<file path="config.mk">
export PLATFORM = sky130hd
export DESIGN_NAME = vram_arbiter
export DESIGN_NICKNAME = d
export VERILOG_FILES = /design/src/rtl/vram_arbiter.sv
export SDC_FILE = /design/constraint.sdc
export NUM_CORES = 1
export LEC_CHECK = 0
export CORE_MARGIN = 3
export CORE_UTILIZATION = 45
export DETAILED_ROUTE_END_ITERATION = 6
export GPL_TIMING_DRIVEN = 0
export PLACE_DENSITY = 0.86
export SLEW_MARGIN = 5
export SYNTH_ARGS = -nofsm -noshare
export SYNTH_HDL_FRONTEND = slang
export SYNTH_SLANG_ARGS = --single-unit
export TNS_END_PERCENT = 30
</file>
<file path="constraint.sdc">
create_clock -name clk -period 4.3 [get_ports clk]
set_input_delay 0.645 -clock clk [delete_from_list [all_inputs] [get_ports clk]]
set_output_delay 0.645 -clock clk [all_outputs]
set_load 0.1 [all_outputs]
</file>
<file path="src/rtl/vram_arbiter.sv">
// vram_arbiter: shares the single-port VRAM and palette_mem between the
// renderer (read-only fetches) and the CPU PPUDATA port. One access is
// granted per cycle; read data comes back one cycle after the grant.
// While rendering, the renderer has priority, but a CPU request that has
// been denied MAX_WAIT times is forced through. Outside rendering, access
// alternates round-robin. MAX_WAIT must fit in CNT_W bits.
module vram_arbiter #(
  parameter int MAX_WAIT = 8,
  parameter int CNT_W    = 4
) (
  input  logic        clk,
  input  logic        reset,
  input  logic        render,
  input  logic        ren_req,
  input  logic [13:0] ren_addr,
  output logic        ren_gnt,
  output logic        ren_valid,
  output logic [7:0]  ren_rdata,
  input  logic        cpu_req,
  input  logic        cpu_we,
  input  logic [13:0] cpu_addr,
  input  logic [7:0]  cpu_wdata,
  output logic        cpu_gnt,
  output logic        cpu_valid,
  output logic [7:0]  cpu_rdata,
  output logic [15:0] VRAM_addr,
  output logic        VRAM_WE,
  output logic [7:0]  VRAM_data_in,
  input  logic [7:0]  VRAM_data_out,
  output logic [4:0]  pixel,
  output logic        palette_WE,
  output logic [7:0]  palette_data_in,
  input  logic [7:0]  palette_out
);

  typedef enum logic {OWN_CPU = 1'b0, OWN_REN = 1'b1} owner_t;

  localparam logic [CNT_W-1:0] WAIT_LIMIT = CNT_W'(MAX_WAIT);

  // Per-requester address decode; index 0 is the CPU, index 1 the renderer.
  logic [1:0][13:0] req_addr;
  logic [1:0]       dec_pal;
  logic [1:0][4:0]  dec_pixel;
  logic [1:0][15:0] dec_vaddr;

  assign req_addr = {ren_addr, cpu_addr};

  genvar gi;
  generate
    for (gi = 0; gi < 2; gi++) begin : g_decode
      // 3F00-3FFF selects the palette.
      assign dec_pal[gi]   = (req_addr[gi][13:8] == 6'h3F);
      // Entries 10/14/18/1C alias the backdrop-colour slots 00/04/08/0C.
      assign dec_pixel[gi] = {req_addr[gi][4] & (req_addr[gi][1:0] != 2'b00),
                              req_addr[gi][3:0]};
      // 3000-3EFF mirrors the nametables at 2000-2EFF.
      assign dec_vaddr[gi] = (req_addr[gi][13:12] == 2'b11) ?
                             {2'b00, req_addr[gi] & 14'h2FFF} :
                             {2'b00, req_addr[gi]};
    end
  endgenerate

  // Architectural state.
  owner_t           last_owner_reg, last_owner_next;
  logic [CNT_W-1:0] wait_cnt_reg, wait_cnt_next;
  logic             s2_valid_reg, s2_valid_next;
  owner_t           s2_owner_reg, s2_owner_next;
  logic             s2_pal_reg, s2_pal_next;
  logic [15:0]      vram_addr_reg;
  logic [4:0]       pixel_reg;
  logic [7:0]       ren_rdata_reg, cpu_rdata_reg;

  logic             cpu_win, ren_win, any_win, sel_idx, sel_pal;
  logic [7:0]       rd_data;
  logic             unused_palette_bits;

  // Only six bits of a palette entry are meaningful.
  assign unused_palette_bits = ^palette_out[7:6];

  // Pick the single winner for this cycle; nothing is granted during reset.
  always_comb begin
    cpu_win = 1'b0;
    ren_win = 1'b0;
    if (!reset) begin
      if (render) begin
        if (cpu_req && (wait_cnt_reg == WAIT_LIMIT)) begin
          cpu_win = 1'b1;
        end else if (ren_req) begin
          ren_win = 1'b1;
        end else if (cpu_req) begin
          cpu_win = 1'b1;
        end
      end else begin
        if (cpu_req && ren_req) begin
          if (last_owner_reg == OWN_CPU) begin
            ren_win = 1'b1;
          end else begin
            cpu_win = 1'b1;
          end
        end else begin
          cpu_win = cpu_req;
          ren_win = ren_req;
        end
      end
    end
  end

  assign cpu_gnt = cpu_win;
  assign ren_gnt = ren_win;
  assign any_win = cpu_win | ren_win;
  assign sel_idx = ren_win;
  assign sel_pal = dec_pal[sel_idx];

  // Steer the winner onto the memory ports; idle cycles keep the last address.
  always_comb begin
    VRAM_addr  = vram_addr_reg;
    pixel      = pixel_reg;
    VRAM_WE    = 1'b0;
    palette_WE = 1'b0;
    if (any_win) begin
      if (sel_pal) begin
        pixel      = dec_pixel[sel_idx];
        palette_WE = cpu_win & cpu_we;
      end else begin
        VRAM_addr  = dec_vaddr[sel_idx];
        VRAM_WE    = cpu_win & cpu_we;
      end
    end
  end

  assign VRAM_data_in    = cpu_wdata;
  assign palette_data_in = cpu_wdata;

  // Next-state for starvation counter, round-robin pointer and read stage.
  always_comb begin
    wait_cnt_next = wait_cnt_reg;
    if (!cpu_req || cpu_win) begin
      wait_cnt_next = '0;
    end else if (wait_cnt_reg != WAIT_LIMIT) begin
      wait_cnt_next = wait_cnt_reg + 1'b1;
    end

    last_owner_next = last_owner_reg;
    if (cpu_win) begin
      last_owner_next = OWN_CPU;
    end else if (ren_win) begin
      last_owner_next = OWN_REN;
    end

    s2_valid_next = any_win & ~(cpu_win & cpu_we);
    s2_owner_next = ren_win ? OWN_REN : OWN_CPU;
    s2_pal_next   = sel_pal;
  end

  // Register arbitration state, the read stage and the held addresses.
  always_ff @(posedge clk) begin
    if (reset) begin
      last_owner_reg <= OWN_CPU;
      wait_cnt_reg   <= '0;
      s2_valid_reg   <= 1'b0;
      s2_owner_reg   <= OWN_CPU;
      s2_pal_reg     <= 1'b0;
      vram_addr_reg  <= '0;
      pixel_reg      <= '0;
    end else begin
      last_owner_reg <= last_owner_next;
      wait_cnt_reg   <= wait_cnt_next;
      s2_valid_reg   <= s2_valid_next;
      s2_owner_reg   <= s2_owner_next;
      s2_pal_reg     <= s2_pal_next;
      vram_addr_reg  <= VRAM_addr;
      pixel_reg      <= pixel;
    end
  end

  // Read return: a reset arriving while a read is in flight drops its valid.
  assign rd_data   = s2_pal_reg ? {2'b00, palette_out[5:0]} : VRAM_data_out;
  assign ren_valid = s2_valid_reg & (s2_owner_reg == OWN_REN) & ~reset;
  assign cpu_valid = s2_valid_reg & (s2_owner_reg == OWN_CPU) & ~reset;
  assign ren_rdata = ren_valid ? rd_data : ren_rdata_reg;
  assign cpu_rdata = cpu_valid ? rd_data : cpu_rdata_reg;

  // Keep the last returned byte per requester until its next valid.
  always_ff @(posedge clk) begin
    if (reset) begin
      ren_rdata_reg <= '0;
      cpu_rdata_reg <= '0;
    end else begin
      if (ren_valid) begin
        ren_rdata_reg <= rd_data;
      end
      if (cpu_valid) begin
        cpu_rdata_reg <= rd_data;
      end
    end
  end

endmodule

</file>
## Word level (Yosys, flattened, before mapping)

Index checks and enable logic that the tools add are counted.

- Word-level logic and storage cells: 70
- Bits in latches: 0
- Memories: 0
- Bits in writable memories: 0
- Bits in registers: 45
- ROM bits: 0

- $mul: 0
- Shift-type cells: 0
- Eq/ne operators: 6
- Reduce and logical (&&, ||, !) cells: 8
- Muxes and demuxes: 33
- Add/sub/neg operators: 1
- $lt $le $gt $ge: 1
- Bitwise logic cells: 12
- Divide/modulo/power cells: 0

Operators by type and width:

| operator | number |
|---|---|
| 16-bit 2-to-1 mux | 3 |
| 13-bit 2-to-1 mux | 2 |
| 8-bit 2-to-1 mux | 3 |
| 1-bit 2-to-1 mux | 20 |
| 5-bit 2-to-1 mux | 4 |
| 14-bit 2-to-1 mux | 1 |
| 6-bit == test (second input constant) | 2 |
| 1-bit bitwise AND | 8 |
| 4-bit by 1-bit adder with 4-bit output (second input constant) | 1 |
| 2-bit == test (second input constant) | 2 |
| 4-bit == test (second input constant) | 1 |
| 4-bit inequality test (second input constant) | 1 |
| 2-bit nonzero test | 2 |
| 2-bit OR reduction | 2 |
| 1-bit NOT | 3 |
| 1-bit logical AND | 2 |
| 1-bit by 2-bit less-than comparator with 1-bit output (second input constant) | 1 |
| 1-bit zero test | 1 |
| 1-bit logical OR | 1 |
| 1-bit bitwise OR | 1 |

## Depth between registers and ports, before layout

Gate-level depths: netlist (run 1).

- Depth after elaboration: 9
- Mapped depth: 11
- Mapped depth without buffers: 7

## Least setup slack after synthesis (run 1)

No wires, ideal clock.

- Path type: input port to output port
- From: input reset
- To: output pixel[2]
- Arrival: 4.103 ns
- Path buffers: 3
- Setup slack: -0.448 ns
- Stages on the path: 8
- Required time: 3.655 ns
- Cell sequence: clkbuf_1 -> nand2b_1 -> a211o_1 -> buf_6 -> inv_6 -> buf_4 -> nor4b_1 -> a211oi_1

- Cells in the longest elaborated chain, start to end: 5

RTL lines:

| what | RTL line | source |
|---|---|---|
| start, declared | 12 | `input logic reset,` |
| 1-bit 2-to-1 mux (*) | 84 | `if (!reset) begin` |
| net ren_gnt | 16 | `output logic ren_gnt,` |
| 5-bit 2-to-1 mux (implied by the code) or 1-bit 2-to-1 mux (tied branches) (2 in series) | 122, 112 |  |
| 5-bit 2-to-1 mux | 121 | `if (sel_pal) begin` |
| 5-bit 2-to-1 mux (*) | 120 | `if (any_win) begin` |
| end, declared | 30 | `output logic [4:0] pixel,` |

The timed path passes the listed nets; every way through them passes the cells marked *. The select of a mux whose other input is x is not followed.

## Worst setup path in the final report (run 1)

- From: input cpu_req
- To: output VRAM_addr[2]

- Cells in the longest elaborated chain, start to end: 8

RTL lines:

| what | RTL line | source |
|---|---|---|
| start, declared | 19 | `input logic cpu_req,` |
| 1-bit logical AND, on equally long branches | 94, 86 |  |
| 1-bit 2-to-1 mux, on equally long branches | 94, 86 |  |
| 1-bit 2-to-1 mux | 85 | `if (render) begin` |
| 1-bit 2-to-1 mux | 84 |  |
| 14-bit 2-to-1 mux (implied by the code) or 1-bit 2-to-1 mux (tied branches) | 125, 112 |  |
| 16-bit 2-to-1 mux (implied by the code) or 1-bit 2-to-1 mux (tied branches) | 125, 112 |  |
| 16-bit 2-to-1 mux | 121 |  |
| 16-bit 2-to-1 mux (*) | 120 |  |
| end, declared | 26 | `output logic [15:0] VRAM_addr,` |

Every way passes the cells marked *; elsewhere a longest branch is shown, timed or not. The select of a mux whose other input is x is not followed.

==> impl_metrics.ini, run 1 <==
[finish]
syn_to_final_growth_pct = 47.8
utilization_pct = 69.2
diodes = 0
drive_gt1_share_pct = 10.4
largest_register_ffs = 16
num-nets-final = 483

[timing]
tightestPinTransition_ns = 1.02
hold_violations = 0
min_period_over_period_pct = 96.3
setup_tns_ns = 0
fin_ws_ns = 0.158
fin_crit_ns = 4.14
fmax_mhz = 241
relSlewSlack_pct = 31.9
finClkSkew_ns = 0.00712
rsz0062_at_grt = false
finalSetupViolCount = 0
drv_slew = 0

[global_route]
track_usage_pct = 21.9
gr-max-usage-layer = met2
use_met3_pct = 5.10
grt_overflow = 0
grt_util_met1_pct = 26.4
global_route.usage.met2_pct = 38.6
antenna_found_initial = 0
first_global_vias = 2609
grt_pass1_wl_mm = 11.7
grt_max_degree = 15

[detailed_routing]
vias = 2703
dr.pass1.iters = 4
drt-initial-drc-count = 85
drc = 0
via_per_inst = 5.45
routedWlPerCell_um = 15.2
detail-route-antenna-nets = 0
postRouteWirelength_mm = 7.52

[worst_setup_path]
end_kind = primary output
startpoint_type = primary input
path_class = in2out
cp.required_ns = 3.65
arrival_ns = 3.50
path_max_fanout = 10

[place]
gp_congestion = 0.889
dp_hpwl_mm = 5.83
portBuffers = 105
pre_cts_slack_ns = -0.203

[yosys]
synthCells = 311
synth_mux_area_share_pct = 9.54
synth_top_cell_by_area = dfxtp_1
synth_edf_count = 0
ys_warn_count = 0
synthAdderAreaFrac_pct = 0.959
avgSynthCellArea_um2 = 8.39
dominantRegCellSynth = dfxtp_1
synth_compound_area_share_pct = 21.7
yosys_register_bits = 45
ys_seq_area_share_pct = 34.5
synth_area_leaders = dfxtp_1, mux2i_1, a211oi_1
synth-simple-area-share_pct = 19.5
synth_top_area_share_pct = 34.5
synth-xor-area-share_pct = 0.671
synth_top_family_by_area = compound AO/OA/AOI/OAI gates
synth_fp_nets = 371
synth.distinct_cells = 44
ys_async_sr_fraction_pct = 0
synth_area_um2 = 2610

[clock_network]
cts.clk_slew.worst_paths_ns = 0.08
cts_tree = yes
cts_made_buffers = 5
hold_buffers = 0
clockRootBuffer = clkbuf_8
h-tree-depth = 2
insertion_delay_ns = 0.29
clock_path_buffers = 2
clkSinkCount = 45

[power_and_ir_drop]
p_clk_share_pct = 26.2
comb_power_share_pct = 39.5
swShare_pct = 40.6
power_frac_seq_pct = 34.3
cellPowerDensity_nw_per_um2 = 334
irDropWorstVdd_mv = 0.224
p_leak_nw = 1.56
intPower_uw = 764
p_switching_uw = 523

[floorplanning]
die_x_um = 82.1
initial_core_util_pct = 46.8
die_area_um2 = 6750
core_area_um2 = 5570
die_h_um = 82.1
row_count = 27
ioPinCount = 117

[outcome]
status = finished clean

[min_path]
holdCritPathClass = reg2reg

[flow_run]
maxCapViolations = 0
[cells in the mapped netlist, drive strengths merged, types with 2 or more instances]
cell type and number:
nor4 8, and3b 2, nor3b 2, nor2b 17, a2111oi 4, nand4 3
mux2i 20, clkbuf 13, buf 25, and2 5, and4 2, o22ai 2
nor3 4, a21oi 19, nor4b 4, nand2b 9, a211o 13, dfxtp 45
o211ai 2, mux2 4, a211oi 20, nand2 20, nor2 8, inv 28
o21ai 19, ha 2
[placed cells by master (no fill, tap or decap), types with 2 or more instances in the layout]
master / Yosys / layout
clkbuf_8: 0 / 6
mux2_2: 4 / 4
nor3_1: 4 / 4
and4_1: 2 / 2
a211o_1: 13 / 13
nand4_1: 3 / 3
buf_2: 2 / 2
nand2_1: 20 / 20
and3b_1: 2 / 2
clkbuf_2: 0 / 2
buf_4: 17 / 17
o211ai_1: 2 / 2
buf_6: 3 / 3
a2111oi_2: 2 / 2
nor3b_1: 2 / 2
o22ai_1: 2 / 2
nand2b_1: 9 / 9
dlymetal6s2s_1: 0 / 3
o21ai_0: 19 / 19
nor4_1: 8 / 8
nor2b_1: 17 / 17
a211oi_1: 20 / 19
clkdlybuf4s50_1: 0 / 84
clkbuf_1: 13 / 13
nor2_1: 8 / 8
dfxtp_1: 45 / 45
mux2i_1: 19 / 19
and2_1: 5 / 5
buf_1: 3 / 3
nor4b_1: 4 / 4
dlygate4sd2_1: 0 / 16
ha_1: 2 / 2
a21oi_1: 19 / 19
inv_1: 27 / 27
[power by group through the flow]
| stage | Sequential [mW] | Clock (mW) | Combinational (mW) |
|---|---|---|---|
| 4_1_cts | 0.441 | 0.337 | 0.509 |
| 6_report | 0.441 | 0.338 | 0.508 |
| 3_5_place_dp | 0.451 | 0 | 0.519 |
| 3_3_place_gp | 0.450 | 0 | 0.515 |
| 2_1_floorplan | 0.449 | 0 | 0.378 |
| 5_1_grt | 0.443 | 0.357 | 0.531 |
[layout make-up]
class | instances | area, um^2
inverter | 28 | 110
clock inverter | 2 | 37.5
timing repair buffer | 105 | 1030
tap | 72 | 90.1
sequential | 45 | 901
clock buffer | 6 | 82.6
multi-input combinational | 200 | 1380
fill | 481 | 1720
buffer | 38 | 231
[metrics by stage]
stage | power [mW] | std cells | instance area [um^2] | hold WS, ns
after detailed placement | 0.970 | 488 | 3750 | 0.449
final | 1.29 | 496 | 3860 | 0.464
after global placement | 0.965 | 488 | 3750 | 0.448
after floorplan | 0.827 | 311 | 2610 | 0.435
after global routing | 1.33 | 496 | 3860 | 0.478
after CTS | 1.29 | 496 | 3850 | 0.463
[path summary, 6_finish.rpt]
kind | from | to | slack, ns | cells after the start
worst max-delay path | cpu_req | VRAM_addr[2] | 0.16 | 9
worst min-delay path | pixel_reg[0]$_SDFF_PP0_ | pixel_reg[0]$_SDFF_PP0_ | 0.46 | 2
worst max register to register | wait_cnt_reg[0]$_SDFFE_PP0P_ | vram_addr_reg[12]$_SDFF_PP0_ | 1.87 | 10
worst min register to register | pixel_reg[0]$_SDFF_PP0_ | pixel_reg[0]$_SDFF_PP0_ | 0.46 | 2
[kinds of logic (layout without fill, tap and decap cells)]
| logic type | after synthesis | count (layout) |
|---|---|---|
| compound gates | 83 | 83 |
| buf+inv | 66 | 179 |
| fa+ha+maj | 2 | 2 |
| xor+xnor | 2 | 2 |
| simple gates | 89 | 89 |
| mux | 24 | 24 |
| flops | 45 | 45 |
[metal layers]
metal,vias up,routed length (um)
li1,1305,-
met2,111,3710
met5,-,0
met1,1274,3100
met4,0,127
met3,13,589
[worst max-delay path, cell delays in order]
cell and delay (ns):
clkdlybuf4s50_1 0.50, and2_1 0.20, a211o_1 0.30, buf_6 0.16
inv_6 0.07, mux2i_1 0.11, clkbuf_1 0.26, a211oi_1 0.35
dlygate4sd2_1 0.90
[timing repair]
action                     CTS  global route
resized for setup           18             8
setup endpoints to repair   18            15
buffers inserted             0             0
(Power assumes the default switching activity.)
==> run 2, diff against run 1 <==
Settings changed: REMOVE_ABC_BUFFERS set to 1, TNS_END_PERCENT 30 to 1.
==> run 2 against run 1 <==
  * Fmax decreased by 3.3%
  * Via count down 9.4%
  * Critical path type unchanged
  * Total power fell by 4.4%
  * Register-to-register slack worse by 0.47 ns
  * Largest cell class unchanged
  * Hold slack barely moved
==> impl_metrics.ini, run 2 (synthesized netlist as in run 1, its figures left out) <==
[floorplanning]
core_area_um2 = 5570
die_area_um2 = 6750
die_h_um = 82.1
die_x_um = 82.1
initial_core_util_pct = 46.8
ioPinCount = 117
row_count = 27

[min_path]
hold_start = pixel_reg[0]$_SDFF_PP0_
holdCritPathClass = reg2reg
min_to = pixel_reg[0]$_SDFF_PP0_
whs_path_depth = 2

[worst_setup_path]
reg2regPathDepth = 7
ff2ff_setup_slack_ns = 1.40
arrival_ns = 3.64
slowest_delay_ns = 0.84
cp.required_ns = 3.65
end_kind = primary output
crit_top_cell = and2_1
startpoint_type = primary input
rr_startpoint = wait_cnt_reg[0]$_SDFFE_PP0P_
crit_chain = clkdlybuf4s50_1 > and2_1 > a211o_2 > inv_6 > mux2i_2 > and2_1 > buf_2
path_class = in2out
path_max_fanout = 19
r2r_end = vram_addr_reg[2]$_SDFF_PP0_
crit_path_top_delay_cell = mux2i_2

[finish]
seq_area_um2 = 901
postLayoutCellArea_um2 = 3500
syn_to_final_growth_pct = 34.1
utilization_pct = 62.7
largest_register_ffs = 16
final_common_cell = clkdlybuf4s50_1
diodes = 0
drive_gt1_share_pct = 7.77
n_fill_cell = 500
layout_common_cells = clkdlybuf4s50_1, dfxtp_1, inv_1, nand2_1, a211oi_1
multiInputGateArea_um2 = 1400
num-nets-final = 432

[global_route]
antenna_found_initial = 0
track_usage_pct = 20.1
first_global_vias = 2369
grt_overflow = 0
grt_max_degree = 46
grt_pass1_wl_mm = 10.8

[timing]
min_period_over_period_pct = 99.6
hold_violations = 0
drv_slew = 0
finClkSkew_ns = 0.00677
setup_tns_ns = 0
finalSetupViolCount = 0
relSlewSlack_pct = 33.7
fmax_mhz = 234
rsz0062_at_grt = true
whs_ns = 0.464
tightestPinTransition_ns = 0.991
fin_crit_ns = 4.28

[detailed_routing]
drt-initial-drc-count = 98
dr.pass1.iters = 4
postRouteWirelength_mm = 6.74
routedWlPerCell_um = 15.1
drc = 0
detail-route-antenna-nets = 0
vias = 2449
via_per_inst = 5.50

[power_and_ir_drop]
p_switching_uw = 452
power_frac_seq_pct = 35.8
p_clk_share_pct = 30.3
irDropWorstVdd_mv = 0.204
comb_power_share_pct = 33.8
swShare_pct = 36.7
total_power_mw = 1.23
cellPowerDensity_nw_per_um2 = 352
intPower_uw = 778
p_leak_nw = 1.37

[place]
portBuffers = 90
dp_hpwl_mm = 4.76
gp_congestion = 0.848
placed_area_um2 = 3390

[clock_network]
h-tree-depth = 2
insertion_delay_ns = 0.29
cts.clk_slew.worst_paths_ns = 0.09
cts_tree = yes
cts_made_buffers = 5
clkSinkCount = 45
clockRootBuffer = clkbuf_8
hold_buffers = 0
clock_path_buffers = 2

[flow_run]
maxCapViolations = 0

[outcome]
status = finished clean
## run 2: changes by cell type in the layout (fill, tap and decap cells not counted), sizes merged
cell,change
buf,-21
clkinvlp,-1
clkdlybuf4s50,-17
clkbuf,-13
bufinv,+1
dlymetal6s2s,-3
mux2i,+1
dlygate4sd2,+1
clkinv,+1
## run 2: how the worst max path moves through the flow
stage                     startpoint            end  slack, ns  cells past startpoint
after floorplan               render   VRAM_addr[2]      -1.00                      5
after detailed placement       reset  VRAM_addr[14]      -0.83                      7
final                        cpu_req  VRAM_addr[14]       0.02                      7
after CTS                    cpu_req   VRAM_addr[3]      -0.07                      7
after global placement         reset  VRAM_addr[15]      -2.78                      7
after global routing           reset       pixel[3]      -0.07                      7
## run 2: area by class of cell
| cell class | count | area share (%) |
|---|---|---|
| clock inverters | 3 | 1.86 |
| flip-flops and latches | 45 | 25.8 |
| clock buffers | 5 | 1.97 |
| well taps | 72 | 2.58 |
| multi-input cells | 201 | 40.0 |
| repair buffers | 91 | 24.7 |
| inverters | 28 | 3.15 |
## run 2: stage by stage
| stage | worst slack (ns) | cells |
|---|---|---|
| after floorplan | -1.00 | 273 |
| after global placement | -2.78 | 435 |
| after detailed placement | -0.826 | 436 |
| after CTS | -0.0683 | 444 |
| after global routing | -0.0735 | 445 |
| final | 0.0174 | 445 |
## run 2: metal layers
layer  wire length (um)  GRT usage, %  share of wire [%]  up-vias
met4                 40          4.15               0.59        0
met3                744          8.46                 11        6
met2               3110          33.4                 46      128
met5                  0             0                  0        -
li1                   -             -                  -     1209
met1               2840          24.2                 42     1106
## run 2: repair_timing
item | in CTS | in global routing
gates cloned | 0 | 1
resized for setup | 31 | 9
hold endpoints to repair | 0 | 0
setup buffers | 0 | 0
setup endpoints to repair | 23 | 18
## run 2: power by group through the flow
stage                     sequential [mW]  clock [mW]  combinational [mW]
after floorplan                     0.449           0               0.295
after global placement              0.450           0               0.420
after detailed placement            0.451           0               0.426
after CTS                           0.441       0.385               0.413
after global routing                0.443       0.402               0.437
final                               0.441       0.373               0.416
## run 2: worst max-delay path: cells and delay by family
family | cells | cell delay (ns)
buffers and inverters | 3 | 1.17
and+or+nand+nor | 2 | 0.43
AOI/OAI and AO/OA | 1 | 0.55
muxes | 1 | 0.84
